$ cat src/rtl/magia_eu_obi_initiator.sv
// -----------------------------------------------------------------------------
// magia_eu_obi_initiator
//
// Purpose:
//   A hardware engine, such as an accelerator sync controller or a DMA
//   completion notifier, uses this OBI initiator to raise or clear Event Unit
//   events without help from core software. Each command becomes one
//   single-beat register read or write. The command's byte offset is turned
//   into an absolute address inside the Event Unit window. The block runs the
//   OBI A/R handshake and returns the read data and the error status on a
//   valid/ready response channel. Only one transaction is outstanding at a
//   time.
//
// Optional feature (compile-time macro MAGIA_EU_INIT_TIMEOUT_EN):
//   Defining the macro adds a watchdog that aborts a transaction after
//   TIMEOUT_CYCLES cycles spent in REQ+WAIT. If the abort happens in WAIT, the
//   response that arrives late from the slave is absorbed silently. Without
//   the macro the FSM waits indefinitely and timeout_o is tied low.
//
// Ports:
//   clk_i, rst_i      clock; synchronous active-high reset
//   cmd_valid_i       command valid
//   cmd_ready_o       command ready (high only in IDLE)
//   cmd_we_i          1 = write, 0 = read
//   cmd_offset_i      byte offset from EU_BASE_ADDR
//   cmd_wdata_i       write data
//   cmd_be_i          byte enables
//   rsp_valid_o       response valid
//   rsp_ready_i       response consumed
//   rsp_rdata_o       read data (0 for writes and errors)
//   rsp_err_o         bus error, range error or timeout
//   obi_req_o         OBI request channel (req, a.addr/we/be/wdata)
//   obi_rsp_i         OBI response channel (gnt, rvalid, r.rdata/err)
//   proto_err_o       sticky: unsolicited rvalid observed
//   timeout_o         sticky: a transaction timed out
// -----------------------------------------------------------------------------

package magia_pkg;
   localparam int unsigned ADDR_W = 32;
   localparam int unsigned DATA_W = 32;

   typedef struct packed {
      logic [ADDR_W-1:0] addr;
      logic              we;
      logic [3:0]        be;
      logic [DATA_W-1:0] wdata;
   } core_obi_data_a_t;

   typedef struct packed {
      logic             req;
      core_obi_data_a_t a;
   } core_obi_data_req_t;

   typedef struct packed {
      logic [DATA_W-1:0] rdata;
      logic              err;
   } core_obi_data_r_t;

   typedef struct packed {
      logic             gnt;
      logic             rvalid;
      core_obi_data_r_t r;
   } core_obi_data_rsp_t;
endpackage

package magia_tile_pkg;
   localparam logic [magia_pkg::ADDR_W-1:0] EVENT_UNIT_ADDR_START = 32'h0000_1000;
   localparam logic [magia_pkg::ADDR_W-1:0] EVENT_UNIT_ADDR_END   = 32'h0000_10FF;
endpackage

module magia_eu_obi_initiator #(
   parameter logic [magia_pkg::ADDR_W-1:0] EU_BASE_ADDR   = magia_tile_pkg::EVENT_UNIT_ADDR_START,
   parameter logic [magia_pkg::ADDR_W-1:0] EU_SIZE        = magia_tile_pkg::EVENT_UNIT_ADDR_END
                                                          - magia_tile_pkg::EVENT_UNIT_ADDR_START
                                                          + 32'd1,
   parameter int unsigned                  TIMEOUT_CYCLES = 1024,
   parameter int unsigned                  TO_CNT_W       = $clog2(TIMEOUT_CYCLES + 1)
) (
   input  logic                               clk_i,
   input  logic                               rst_i,
   input  logic                               cmd_valid_i,
   output logic                               cmd_ready_o,
   input  logic                               cmd_we_i,
   input  logic [magia_pkg::ADDR_W-1:0]       cmd_offset_i,
   input  logic [31:0]                        cmd_wdata_i,
   input  logic [3:0]                         cmd_be_i,
   output logic                               rsp_valid_o,
   input  logic                               rsp_ready_i,
   output logic [31:0]                        rsp_rdata_o,
   output logic                               rsp_err_o,
   output magia_pkg::core_obi_data_req_t      obi_req_o,
   input  magia_pkg::core_obi_data_rsp_t      obi_rsp_i,
   output logic                               proto_err_o,
   output logic                               timeout_o
);

   typedef enum logic [1:0] {
      IDLE = 2'd0,
      REQ  = 2'd1,
      WAIT = 2'd2,
      RSP  = 2'd3
   } state_t;

   state_t                        r_state;
   state_t                        w_next_state;

   logic                          r_we;
   logic [magia_pkg::ADDR_W-1:0]  r_offset;
   logic [31:0]                   r_wdata;
   logic [3:0]                    r_be;
   logic [31:0]                   r_rdata;
   logic                          r_err;
   logic                          r_proto_err;

   logic                          w_cmd_ready;
   logic                          w_obi_req;
   logic                          w_rsp_valid;
   logic                          w_accept;
   logic                          w_range_err;
   logic                          w_rvalid_done;
   logic                          w_timeout_hit;
   logic                          w_unsolicited;
   logic                          w_absorb;
   logic                          w_to_expired;

   // An offset is rejected locally when it falls outside the window or is not
   // word aligned. Checking it here keeps EU_BASE_ADDR + offset from wrapping.
   assign w_range_err = (cmd_offset_i >= EU_SIZE) || (cmd_offset_i[1:0] != 2'b00);

`ifdef MAGIA_EU_INIT_TIMEOUT_EN
   logic [TO_CNT_W-1:0]           r_to_cnt;
   logic                          r_drop_pending;
   logic                          r_timeout;

   // The counter value equals the number of cycles already spent in REQ+WAIT,
   // so the abort fires on the TIMEOUT_CYCLES-th such cycle. Once an aborted
   // WAIT has set the drop flag, the first rvalid that follows belongs to the
   // abandoned transaction and is swallowed, whatever state the FSM is in.
   assign w_to_expired = (r_to_cnt >= TO_CNT_W'(TIMEOUT_CYCLES - 1));
   assign w_absorb     = obi_rsp_i.rvalid && r_drop_pending;
   assign timeout_o    = r_timeout;

   // The counter clears when a command is launched toward REQ and counts
   // every cycle in REQ or WAIT. The drop flag is set by a timeout in WAIT and
   // cleared once the late response it covers has been absorbed.
   always_ff @(posedge clk_i) begin
      if (rst_i) begin
         r_to_cnt       <= '0;
         r_drop_pending <= 1'b0;
         r_timeout      <= 1'b0;
      end else begin
         if (w_accept && !w_range_err) begin
            r_to_cnt <= '0;
         end else if ((r_state == REQ) || (r_state == WAIT)) begin
            r_to_cnt <= r_to_cnt + 1'b1;
         end
         if (w_timeout_hit && (r_state == WAIT)) begin
            r_drop_pending <= 1'b1;
         end else if (w_absorb) begin
            r_drop_pending <= 1'b0;
         end
         if (w_timeout_hit) begin
            r_timeout <= 1'b1;
         end
      end
   end
`else
   logic                          w_unused_params;

   assign w_to_expired    = 1'b0;
   assign w_absorb        = 1'b0;
   assign timeout_o       = 1'b0;
   assign w_unused_params = (TIMEOUT_CYCLES < 2) ^ (TO_CNT_W == 0);
`endif

   // State register. Reset returns the FSM to IDLE and abandons any
   // transaction in flight.
   always_ff @(posedge clk_i) begin
      if (rst_i) begin
         r_state <= IDLE;
      end else begin
         r_state <= w_next_state;
      end
   end

   // Next-state and per-state control. An rvalid counts as unsolicited when
   // the FSM is not in WAIT and no drop is pending. That includes an rvalid
   // in the same cycle as gnt while still in REQ. When a real event (gnt or
   // rvalid) coincides with the timeout, the event wins, which keeps the
   // slave and the initiator in step.
   always_comb begin
      w_next_state  = r_state;
      w_cmd_ready   = 1'b0;
      w_obi_req     = 1'b0;
      w_rsp_valid   = 1'b0;
      w_accept      = 1'b0;
      w_rvalid_done = 1'b0;
      w_timeout_hit = 1'b0;
      w_unsolicited = obi_rsp_i.rvalid && !w_absorb && (r_state != WAIT);

      case (r_state)
         IDLE: begin
            w_cmd_ready = 1'b1;
            if (cmd_valid_i) begin
               w_accept     = 1'b1;
               w_next_state = w_range_err ? RSP : REQ;
            end
         end
         REQ: begin
            w_obi_req = 1'b1;
            if (obi_rsp_i.gnt) begin
               w_next_state = WAIT;
            end else if (w_to_expired) begin
               w_timeout_hit = 1'b1;
               w_next_state  = RSP;
            end
         end
         WAIT: begin
            if (obi_rsp_i.rvalid && !w_absorb) begin
               w_rvalid_done = 1'b1;
               w_next_state  = RSP;
            end else if (w_to_expired) begin
               w_timeout_hit = 1'b1;
               w_next_state  = RSP;
            end
         end
         RSP: begin
            w_rsp_valid = 1'b1;
            if (rsp_ready_i) begin
               w_next_state = IDLE;
            end
         end
         default: begin
            w_next_state = IDLE;
         end
      endcase
   end

   // Command fields are captured at the handshake and stay fixed until the
   // next one, so the A channel is stable while REQ waits for gnt. The
   // response registers get 0/1 on a local range error or a timeout. From a
   // slave response they get the data, forced to 0 for writes and for
   // errored reads.
   always_ff @(posedge clk_i) begin
      if (rst_i) begin
         r_we        <= 1'b0;
         r_offset    <= '0;
         r_wdata     <= '0;
         r_be        <= '0;
         r_rdata     <= '0;
         r_err       <= 1'b0;
         r_proto_err <= 1'b0;
      end else begin
         if (w_accept) begin
            r_we     <= cmd_we_i;
            r_offset <= cmd_offset_i;
            r_wdata  <= cmd_wdata_i;
            r_be     <= cmd_be_i;
         end
         if (w_accept && w_range_err) begin
            r_rdata <= '0;
            r_err   <= 1'b1;
         end else if (w_rvalid_done) begin
            r_rdata <= (r_we || obi_rsp_i.r.err) ? 32'h0 : obi_rsp_i.r.rdata;
            r_err   <= obi_rsp_i.r.err;
         end else if (w_timeout_hit) begin
            r_rdata <= '0;
            r_err   <= 1'b1;
         end
         if (w_unsolicited) begin
            r_proto_err <= 1'b1;
         end
      end
   end

   // The OBI request and the command ready are gated by reset, so asserting
   // reset in the middle of a transaction drops req in that same cycle. The A
   // fields read 0 whenever no request is presented.
   always_comb begin
      obi_req_o         = '0;
      obi_req_o.req     = w_obi_req && !rst_i;
      if (obi_req_o.req) begin
         obi_req_o.a.addr  = EU_BASE_ADDR + r_offset;
         obi_req_o.a.we    = r_we;
         obi_req_o.a.be    = r_be;
         obi_req_o.a.wdata = r_we ? r_wdata : 32'h0;
      end
   end

   assign cmd_ready_o = w_cmd_ready && !rst_i;
   assign rsp_valid_o = w_rsp_valid;
   assign rsp_rdata_o = w_rsp_valid ? r_rdata : 32'h0;
   assign rsp_err_o   = w_rsp_valid && r_err;
   assign proto_err_o = r_proto_err;

endmodule
$ cat config.mk
export PLATFORM = sky130hd
export DESIGN_NAME = magia_eu_obi_initiator
export DESIGN_NICKNAME = d
export VERILOG_FILES = /design/src/rtl/magia_eu_obi_initiator.sv
export SDC_FILE = /design/constraint.sdc
export NUM_CORES = 1
export LEC_CHECK = 0
export ABC_CLOCK_PERIOD_IN_PS = 1900
export BUFFER_PORTS_ARGS = -buffer_cell sky130_fd_sc_hd__buf_2
export CAP_MARGIN = 20
export CORE_MARGIN = 5
export CORE_UTILIZATION = 35
export CTS_CLUSTER_DIAMETER = 40
export DETAILED_ROUTE_END_ITERATION = 10
export PLACE_DENSITY_LB_ADDON = 0.08
export SLEW_MARGIN = 20
export SYNTH_ARGS = -nofsm -noshare
export SYNTH_HDL_FRONTEND = slang
export SYNTH_SLANG_ARGS = --single-unit
$ cat constraint.sdc
create_clock -name clk_i -period 1.9 [get_ports clk_i]
set_input_delay 0.095 -clock clk_i [delete_from_list [all_inputs] [get_ports clk_i]]
set_output_delay 0.095 -clock clk_i [all_outputs]
set_load 0.02 [all_outputs]
==> metrics, run 1 <==
Sw Pwr=2.360 mW; Final Hold Viols=0; Mapped Avg Cell Area=7.615 um2; Bufs and invs on worst path=1; r2r endpoint=r_rdata[17]; First-pass DRT Iterations=4; Worst Path Required=1.80 ns; total gr overflow=0; status=finished with violations; R2R setup slack=0.23 ns; fin cells=~1,100; Post-Route M1 WL=just over 7 mm; Seq cells post-synth=105; vias=5,445; Synth Instances=625; setup violators final=3; post-synthesis cell type count=36; Synth Warn #=0; VDD IR-drop max=0.5447 mV; fmax=about 510 MHz; Comb power frac=0.319; clock network fraction of design power=0.287; Levels on crit path=5; Port Buf Inserts=213; Placed Cells=around 1,000; Period minus WS final=1.962 ns; Total GRT Usage=0.1998; internal power component=4.581 mW; CP Cell Sequence=nand4_4 -> or3_4 -> or4_4 -> a21oi_2 -> buf_6; setup ws final=-0.06157 ns; CTS root buffer=clkbuf_16; cell family with the largest share of critical-path delay=simple AND/OR/NAND/NOR gates; Max clock buf depth=2; post-route ant nets=0; CTS tree=built; RePlAce Congestion=0.8398; Final Instance Area=7592 um2; Clk pin slew, worst setup/hold paths=0.07 ns; Syn-to-layout area delta=59.52%; layout cells sized above 1=0.3258; CP max-delay cell=or4_4; Max Clock Skew=0.005241 ns; register area share after synthesis=0.4416; synthesized cell area=between 4000 and 5000 um2; Cell Pwr Density=between 900 and 1000 nW/um2; Worst-Skew Late Latency=about 0.34 ns; die width=126.6 um; violated checks=negative setup slack; fill count=1,248; max-cap viol count=0; Static Leak=3.541 nW; die area=16,030 um2; Top-Level Pins=215; Reg power frac=0.394; critical path class=reg2out; H-Tree Depth=3; hold path startpoint=obi_rsp_i[31]; R2R cell count=6; Top Layer Used=met4; core footprint=13,300 um2; Worst path max stage delay=between 0.4 and 0.5 ns; pin count of the biggest net entering global routing=76; nets@finish=about 1,000; crit end category=primary output; Hold Crit Depth=3; crit path DAT=1.87 ns; number of global-route vias before repair=around 5,500; Hold Crit Class=in2reg; Worst-Margin Slew=0.8369 ns; wire per inst=14.68 um; hpwl dp=10.74 mm; initial antenna violation count=0; critical path fanouts, max=2; Area after DPL=6152 um2; DR iter-0 viols=290; Via density=4.919; Final period util=1.032; Die H=126.6 um; Worst Hold Path EP=r_rdata[30]; worst flop-to-flop path startpoint=r_state[0]; DRC viols=0; final max-slew violation count=0; Met2 Routed Length=7.845 mm; post-synth net total=between 700 and 800; first-pass GRT wire length=26.68 mm; RSZ-0062 raised after global routing=yes; met3 WL post-DR=990 um; FP Rows=42; PnR Total Power=6.942 mW; CTS sink cnt=~110; routed wire length=16.25 mm; headroom to the max-slew limit=0.4420; Sw Share=0.3400; TritonCTS buffer count=9; initial core utilization=0.3580; Critical Path Start Type=register
[metal layers]
metal / vias to the layer above / GRT usage
li1: 2690 / -
met1: 2543 / 0.2427
met2: 179 / 0.3375
met3: 33 / 0.05086
met4: 0 / 0.08076
met5: - / 0
[how the worst max path moves through the flow]
stage                     to          from  slack (ns)
5_1_grt        obi_req_o[65]  r_offset[12]       -0.13
3_3_place_gp   obi_req_o[65]  r_offset[13]        0.12
2_1_floorplan  obi_req_o[62]  r_offset[20]        0.07
6_report       obi_req_o[62]  r_offset[22]       -0.06
3_5_place_dp   obi_req_o[67]  r_offset[13]        0.09
4_1_cts        obi_req_o[62]  r_offset[22]       -0.07
[power groups by stage]
stage / clock network (mW) / registers [mW] / logic [mW]
5_1_grt: 2.15 / 2.77 / 2.47
6_report: 1.99 / 2.73 / 2.22
4_1_cts: 2.05 / 2.71 / 2.18
3_5_place_dp: 0 / 2.74 / 1.99
2_1_floorplan: 0 / 2.70 / 1.27
3_3_place_gp: 0 / 2.73 / 1.96
[kinds of logic (layout without fill, tap and decap cells)]
logic type	count (synthesis)	count (layout)	share of synthesized area
AO/OA/AOI/OAI	121	121	0.1509
XOR/XNOR	12	12	0.02208
adder cells (fa/ha/maj)	6	6	0.01577
buffers and inverters	56	361	0.04522
flip-flops	105	105	0.4416
multiplexers	1	1	0.002103
other	1	2	0.0007879
AND/OR/NAND/NOR	323	323	0.3215
[cell type report]
class	count	area (um2)	area share
Antenna cell	1	2.502	0.0003296
Multi-Input combinational cell	464	2590	0.3411
Sequential cell	105	2118	0.2790
Timing Repair Buffer	337	2310	0.3042
Inverter	8	32.53	0.004285
Clock inverter	7	93.84	0.01236
Tap cell	176	220.2	0.02900
Clock buffer	9	225.2	0.02966
[sequential cells by signal, indices dropped and copies added (netlist names)]
name and flops:
r_offset 32, r_rdata 32, r_wdata 32, r_be 4, r_state 2, proto_err_o 1
r_err 1, r_we 1
[per-stage QoR]
step                hold slack (ns)  setup TNS [ns]  setup slack (ns)  utilization
finish                     0.008148         -0.1561          -0.06157       0.5711
detailed placement           0.3417               0           0.09310       0.4627
CTS                      0.00009048         -0.1555          -0.06942       0.5614
global placement             0.3299               0            0.1191       0.4627
global route               0.009568         -0.7037           -0.1307       0.5709
floorplan                    0.2310               0           0.07170            -
[tightest hold or removal path, delay by kind of cell]
kind	cells	cell delay (ns)
AOI/OAI and AO/OA	1	0.05
and+or+nand+nor	1	0.09
buffers and inverters	1	0.07
[layout by cell type, fill, tap and decap left out, types with 2 or more instances in the layout]
cell type      synthesis  routed
nor4_4                 0       3
ha_4                   0       2
nand3_4                0       2
nand3_1                7       5
clkinv_2               0       3
a22oi_1               32      32
nor4_1                 8       6
nand2b_1               6       5
buf_12                 0       4
dlygate4sd3_1          0      84
nand4_1                4       4
nand4b_1               2       2
and3_1                34      34
inv_1                  8       7
xnor2_1               10      10
a31oi_1                2       2
or4_4                  0       2
xor2_1                 2       2
clkbuf_16              0       9
dfxtp_2                0      13
nor3_1                 5       2
buf_2                  1     204
o21ai_0                4       2
dfxtp_1              105      92
a41o_1                 2       2
buf_4                  1      37
nor3_2                 0       3
buf_6                  0       8
and2_1                52      51
nor2_1                52      52
nand2_1              146     145
ha_1                   6       4
bufinv_16              0       2
a21oi_1               76      75
o21ai_2                0       2
[what timing repair did]
action | in CTS | in global routing
endpoints found under the setup margin | 61 | 68
pin swaps | 8 | 6
endpoints found under the hold margin | 84 | 0
hold buffers | 84 | 0
buffers inserted | 7 | 2
resized for setup | 31 | 26
[cells in the mapped netlist (all sizes together)]
cell    instances  share of area
dfxtp         105           0.44
or3             2         0.0026
a211oi          1         0.0016
nor2           52          0.041
inv             8         0.0063
a21oi          76          0.080
clkbuf         44          0.035
o21ai           4         0.0042
nand2b          6         0.0079
nand2         146           0.12
o221ai          1         0.0018
ha              6          0.016
buf             4         0.0042
conb            1        0.00079
nand3           7         0.0074
nand4b          2         0.0037
and3           34          0.045
a31oi           2         0.0026
a41o            2         0.0042
nor2b           1         0.0013
o2111a          1         0.0024
o31ai           1         0.0016
a22oi          32          0.050
or4             2         0.0032
and2           52          0.068
o32a            1         0.0021
xor2            2         0.0037
nand4           5         0.0079
xnor2          10          0.018
mux2i           1         0.0021
nor3            5         0.0053
nor4            9          0.013
Note: power is estimated with default switching activity, not from simulation.
==> run 2: changes to the inputs <==
ABC_CLOCK_PERIOD_IN_PS = 2300   (was 1900)
CAP_MARGIN = 10   (was 20)
clock period = 2.3 ns   (was 1.9 ns; I/O delays follow)
==> metrics, run 2 (synthesized netlist as in run 1, its figures left out) <==
Total GRT Usage=0.1839 (was 0.1998); R2R setup slack=0.57 ns (was 0.23 ns); Static Leak=3.136 nW (was 3.541 nW); worst flop-to-flop path startpoint=r_state[1] (was r_state[0]); CTS sink cnt=105 (unchanged); Final Hold Viols=0 (unchanged); Port Buf Inserts=213 (unchanged); total gr overflow=0 (unchanged); Max clock buf depth=2 (unchanged); Final Core Density=0.5027 (was 0.5711); R2R cell count=6 (unchanged); initial core utilization=0.3580 (unchanged); Levels on crit path=6 (was 5); layout cells sized above 1=0.3053 (was 0.3258); setup repair bufs after CTS=0 (was 7); PnR Total Power=5.384 mW (was 6.942 mW); die area=16,030 um2 (unchanged); VDD IR-drop max=0.4717 mV (was 0.5447 mV); Worst Setup EP=obi_req_o[65] (was obi_req_o[62]); CP max-delay cell=or4_1 (was or4_4); Syn-to-layout area delta=40.43% (was 59.52%); Worst path max stage delay=0.56 ns (was 0.42 ns); Period minus WS final=approximately 2.2 ns; Worst-Skew Late Latency=0.34 ns (about the same); nets@finish=964 (was 1,039); hold slack=0.01081 ns (was 0.008148 ns); DR iter-0 viols=293 (was 290); TritonCTS buffer count=9 (unchanged); commonest non-fill, non-tap cell in the layout=buf_2 (unchanged); CP Cell Sequence=ha_2 -> nand3_2 -> or4_1 -> o21ai_0 -> a21oi_1 -> buf_2 (was nand4_4 -> or3_4 -> or4_4 -> a21oi_2 -> buf_6); Area after DPL=6002 um2 (was 6152 um2); Worst Setup SP=r_offset[12] (was r_offset[22]); final max-slew violation count=0 (unchanged); Worst-Margin Slew=0.7764 ns (was 0.8369 ns); crit path DAT=2.05 ns (was 1.87 ns); first-pass GRT wire length=24.53 mm (was 26.68 mm); headroom to the max-slew limit=0.4824 (was 0.4420); cell family with the largest share of critical-path delay=simple AND/OR/NAND/NOR gates (unchanged); max-cap viol count=0 (unchanged); DRC viols=0 (unchanged); RePlAce Congestion=0.8065 (was 0.8398); H-Tree Depth=3 (unchanged); Cell Pwr Density=805.6 nW/um2 (was 914.3 nW/um2); Met2 Routed Length=7.081 mm (was 7.845 mm); critical path class=reg2out (unchanged); core footprint=13,300 um2 (unchanged); Hold Crit Class=in2reg (unchanged); number of global-route vias before repair=5,007 (was 5,539); initial antenna violation count=0 (unchanged); Top Layer Used=met4 (unchanged); CTS root buffer=clkbuf_16 (unchanged); vias=4,998 (was 5,445); Die H=126.6 um (unchanged); Final period util=0.9405; Final Instance Area=6684 um2 (was 7592 um2); fmax=around 460 MHz; First-pass DRT Iterations=5 (was 4); met3 WL post-DR=1.177 mm (was 990 um); die width=126.6 um (unchanged); Clk pin slew, worst setup/hold paths=0.07 ns (about the same); Regs by FF count=r_offset (32), r_rdata (32), r_wdata (32) (unchanged); RSZ-0062 raised after global routing=no (was yes); Critical Path Start Type=register (unchanged); hpwl dp=10.53 mm (was 10.74 mm); pin count of the biggest net entering global routing=73 (was 76); post-route ant nets=0 (unchanged); setup TNS=0 ns (was -0.1561 ns); critical path fanouts, max=5 (was 2); crit end category=primary output (unchanged); Worst Path Required=2.18 ns (was 1.80 ns); status=finished clean (was finished with violations); setup violators final=0 (was 3); Top-Level Pins=215 (unchanged); r2r endpoint=r_rdata[15] (was r_rdata[17]); CTS tree=built (unchanged); commonest non-fill, non-tap cells in the layout=buf_2 (213), nand2_1 (145), dfxtp_1 (97) (was buf_2 (204), nand2_1 (145), dfxtp_1 (92)); Bufs and invs on worst path=1 (unchanged); routed wire length=14.97 mm (was 16.25 mm); Max Clock Skew=0.01079 ns (was 0.005241 ns); Via density=4.848 (was 4.919); wire per inst=14.52 um (was 14.68 um); Diodes inserted=0 (was 1); FP Rows=42 (unchanged); Post-Route M1 WL=6.480 mm (was 7.038 mm)
## run 2: cell count changes in the layout (fill, tap and decap cells not counted), moves of 5 or more
cell	change
buf_2	+9
buf_6	-8
dfxtp_2	-5
buf_4	-22
dlygate4sd3_1	-51
dfxtp_1	+5
## run 2: worst min path at each step
stage | startpoint | end | cells after the start
2_1_floorplan | cmd_be_i[0] | r_be[0] | 2
3_3_place_gp | obi_rsp_i[32] | r_rdata[31] | 3
3_5_place_dp | obi_rsp_i[30] | r_rdata[29] | 3
4_1_cts | cmd_offset_i[5] | r_offset[5] | 3
5_1_grt | cmd_wdata_i[15] | r_wdata[15] | 3
6_report | cmd_offset_i[5] | r_offset[5] | 3
## run 2: per-layer routing
metal	track usage	up-vias
met5	0	-
met4	0.05931	0
met3	0.05507	18
met2	0.3070	147
met1	0.2275	2296
li1	-	2537
## run 2: what timing repair did
action / 4_1_cts / 5_1_grt
hold endpoints to repair: 33 / 0
hold buffers: 33 / 0
resized for setup: 2 / 12
endpoints found under the setup margin: 2 / 5
pin swaps: 0 / 1
## run 2: final cells by class
class	count	area (um2)
well taps	176	220.2
clock buffers	12	256.5
multi-input cells	464	2487
inverters	8	30.03
flip-flops and latches	105	2112
repair buffers	262	1529
clock inverters	4	48.80
fillers	1343	6611
## run 2: per-stage QoR
| step | worst slack (ns) | instances |
|---|---|---|
| 2_1_floorplan | 0.4517 | 625 |
| 3_3_place_gp | 0.3659 | 982 |
| 3_5_place_dp | 0.3279 | 982 |
| 4_1_cts | 0.01857 | 1031 |
| 5_1_grt | 0.009460 | 1031 |
| 6_report | 0.1368 | 1031 |
## run 2: power by group
| part | switching, mW | total [mW] | internal [mW] |
|---|---|---|---|
| Combinational | 1.01 | 1.57 | 0.561 |
| Clock | 0.662 | 1.57 | 0.905 |
| Sequential | 0.175 | 2.25 | 2.07 |
| Total | 1.84 | 5.38 | 3.54 |
## run 2: worst reg2reg max path, cell delays in order (launching register included)
cell     delay [ns]
dfxtp_1        0.35
inv_1          0.11
ha_1           0.22
and2_2         0.30
o32a_1         0.21
buf_4          0.32
nor2_1         0.10
==> run 3: changes to the inputs <==
CORE_UTILIZATION = 29   (was 35)
SKIP_CTS_REPAIR_TIMING = 1   (was unset)
==> metrics, run 3 (synthesized netlist as in run 1, its figures left out) <==
initial antenna violation count=1 (was 0); first-pass GRT wire length=25.43 mm (was 24.53 mm); worst flop-to-flop path startpoint=r_state[0] (was r_state[1]); Area after DPL=6057 um2 (was 6002 um2); CTS root buffer=clkbuf_16 (unchanged); critical path class=reg2out (unchanged); DR iter-0 viols=291 (was 293); headroom to the max-slew limit=0.4458 (was 0.4824); Worst Hold Path EP=r_rdata[7] (was r_offset[5]); hpwl dp=11.25 mm (was 10.53 mm); hold slack=0.004988 ns (was 0.01081 ns); Worst-Margin Slew=0.8313 ns (was 0.7764 ns); R2R cell count=6 (unchanged); fill count=1,720 (was 1,343); Total GRT Usage=0.1591 (was 0.1839); RePlAce Congestion=0.8380 (was 0.8065); Regs by FF count=r_offset (32), r_rdata (32), r_wdata (32) (unchanged); core footprint=16,000 um2 (was 13,300 um2); Final Hold Viols=0 (unchanged); max-cap viol count=0 (unchanged); Cell Pwr Density=834.1 nW/um2 (was 805.6 nW/um2); number of global-route vias before repair=5,033 (was 5,007); Clk pin slew, worst setup/hold paths=0.08 ns (was 0.07 ns); setup ws final=0.1085 ns (was 0.1368 ns); area of the multi-input gates=2482 um2 (was 2487 um2); Die H=138.1 um (was 126.6 um); pin count of the biggest net entering global routing=75 (was 73); vias=4,953 (was 4,998); fmax=456.3 MHz (was 462.3 MHz); layout cells sized above 1=0.3164 (was 0.3053); post-route ant nets=0 (unchanged); critical path fanouts, max=9 (was 5); DRC viols=0 (unchanged); wire per inst=15.06 um (was 14.52 um); status=finished clean (unchanged); fin cells=1,042 (was 1,031); Max Clock Skew=0.007566 ns (was 0.01079 ns); H-Tree Depth=3 (unchanged); pre-CTS WS=0.2875 ns (was 0.3279 ns); Worst-Skew Late Latency=0.34 ns (about the same); Static Leak=2.996 nW (was 3.136 nW); die area=19,070 um2 (was 16,030 um2); VDD IR-drop max=0.3382 mV (was 0.4717 mV); crit path DAT=2.08 ns (was 2.05 ns); register area=2110 um2 (was 2112 um2); Top-Level Pins=215 (unchanged); R2R setup slack=0.59 ns (was 0.57 ns); Worst Path Required=2.18 ns (about the same); initial core utilization=0.2975 (was 0.3580); hold path startpoint=obi_rsp_i[8] (was cmd_offset_i[5]); CTS tree=built (unchanged); PnR Total Power=5.373 mW (was 5.384 mW); Via density=4.753 (was 4.848); Final period util=0.9528 (was 0.9405); First-pass DRT Iterations=5 (unchanged); final max-slew violation count=0 (unchanged); total gr overflow=0 (unchanged); Max clock buf depth=2 (unchanged); Syn-to-layout area delta=35.33% (was 40.43%); commonest non-fill, non-tap cell in the layout=buf_2 (unchanged); Worst Setup SP=r_offset[16] (was r_offset[12]); FP Rows=46 (was 42); nets@finish=934 (was 964); r2r endpoint=r_err (was r_rdata[15]); Critical Path Start Type=register (unchanged); Period minus WS final=2.192 ns (was 2.163 ns); Port Buf Inserts=213 (unchanged); commonest non-fill, non-tap cells in the layout=buf_2 (213), nand2_1 (145), dfxtp_1 (99) (was buf_2 (213), nand2_1 (145), dfxtp_1 (97)); crit end category=primary output (unchanged); die width=138.1 um (was 126.6 um); Hold Crit Depth=3 (unchanged); Hold Crit Class=in2reg (unchanged); Placed Cells=1,021 (was 982); Final Instance Area=6441 um2 (was 6684 um2); CTS sink cnt=105 (unchanged); TritonCTS buffer count=9 (unchanged); routed wire length=15.69 mm (was 14.97 mm); RSZ-0062 raised after global routing=no (unchanged); setup violators final=0 (unchanged)
## run 3: changes by cell type in the layout (fill, tap and decap cells not counted), sizes merged
| cell | before | now |
|---|---|---|
| buf | 229 | 230 |
| dlygate4sd3 | 33 | 2 |
| clkbuf | 12 | 9 |
| clkinvlp | 0 | 3 |
| inv | 9 | 8 |
| clkinv | 2 | 3 |
| diode | 0 | 1 |
## run 3: worst max-delay path by stage
stage / cells past startpoint / slack, ns / end
6_report: 5 / 0.11 / obi_req_o[62]
5_1_grt: 6 / 0.02 / obi_req_o[65]
4_1_cts: 6 / -0.08 / obi_req_o[67]
3_5_place_dp: 6 / 0.29 / r_rdata[6]
3_3_place_gp: 6 / 0.27 / r_rdata[10]
2_1_floorplan: 4 / 0.45 / obi_req_o[62]
## run 3: cell type report
type,instances,area share
clock buffer,9,0.03497
inverter,8,0.005245
sequential,105,0.3275
clock inverter,7,0.01224
timing repair buffer,232,0.1923
tap,216,0.04196
antenna,1,0.0003885
multi-input combinational,464,0.3854
## run 3: routing by layer
| layer | up-vias | track usage | routed length (um) |
|---|---|---|---|
| met4 | 2 | 0.04316 | 158 |
| met3 | 13 | 0.05069 | 1222 |
| met2 | 151 | 0.2644 | 7291 |
| met1 | 2301 | 0.1996 | 7006 |
| li1 | 2486 | - | - |
| met5 | - | 0 | 13 |
## run 3: through the flow
step             util  TNS (ns)
2_1_floorplan       -         0
3_3_place_gp   0.3786         0
3_5_place_dp   0.3786         0
4_1_cts        0.3976   -0.1537
5_1_grt        0.4024         0
6_report       0.4026         0
## run 3: worst max-delay path, cell delays in order, from the launching register on
cell	delay, ns
dfxtp_1	0.40
nand3_1	0.24
buf_4	0.25
or4_1	0.50
a21oi_1	0.15
buf_2	0.18
## run 3: report_power, final
group          internal [mW]  switching [mW]
clock                  0.854           0.707
combinational          0.538            1.03
sequential              2.07           0.174
total                   3.47            1.91
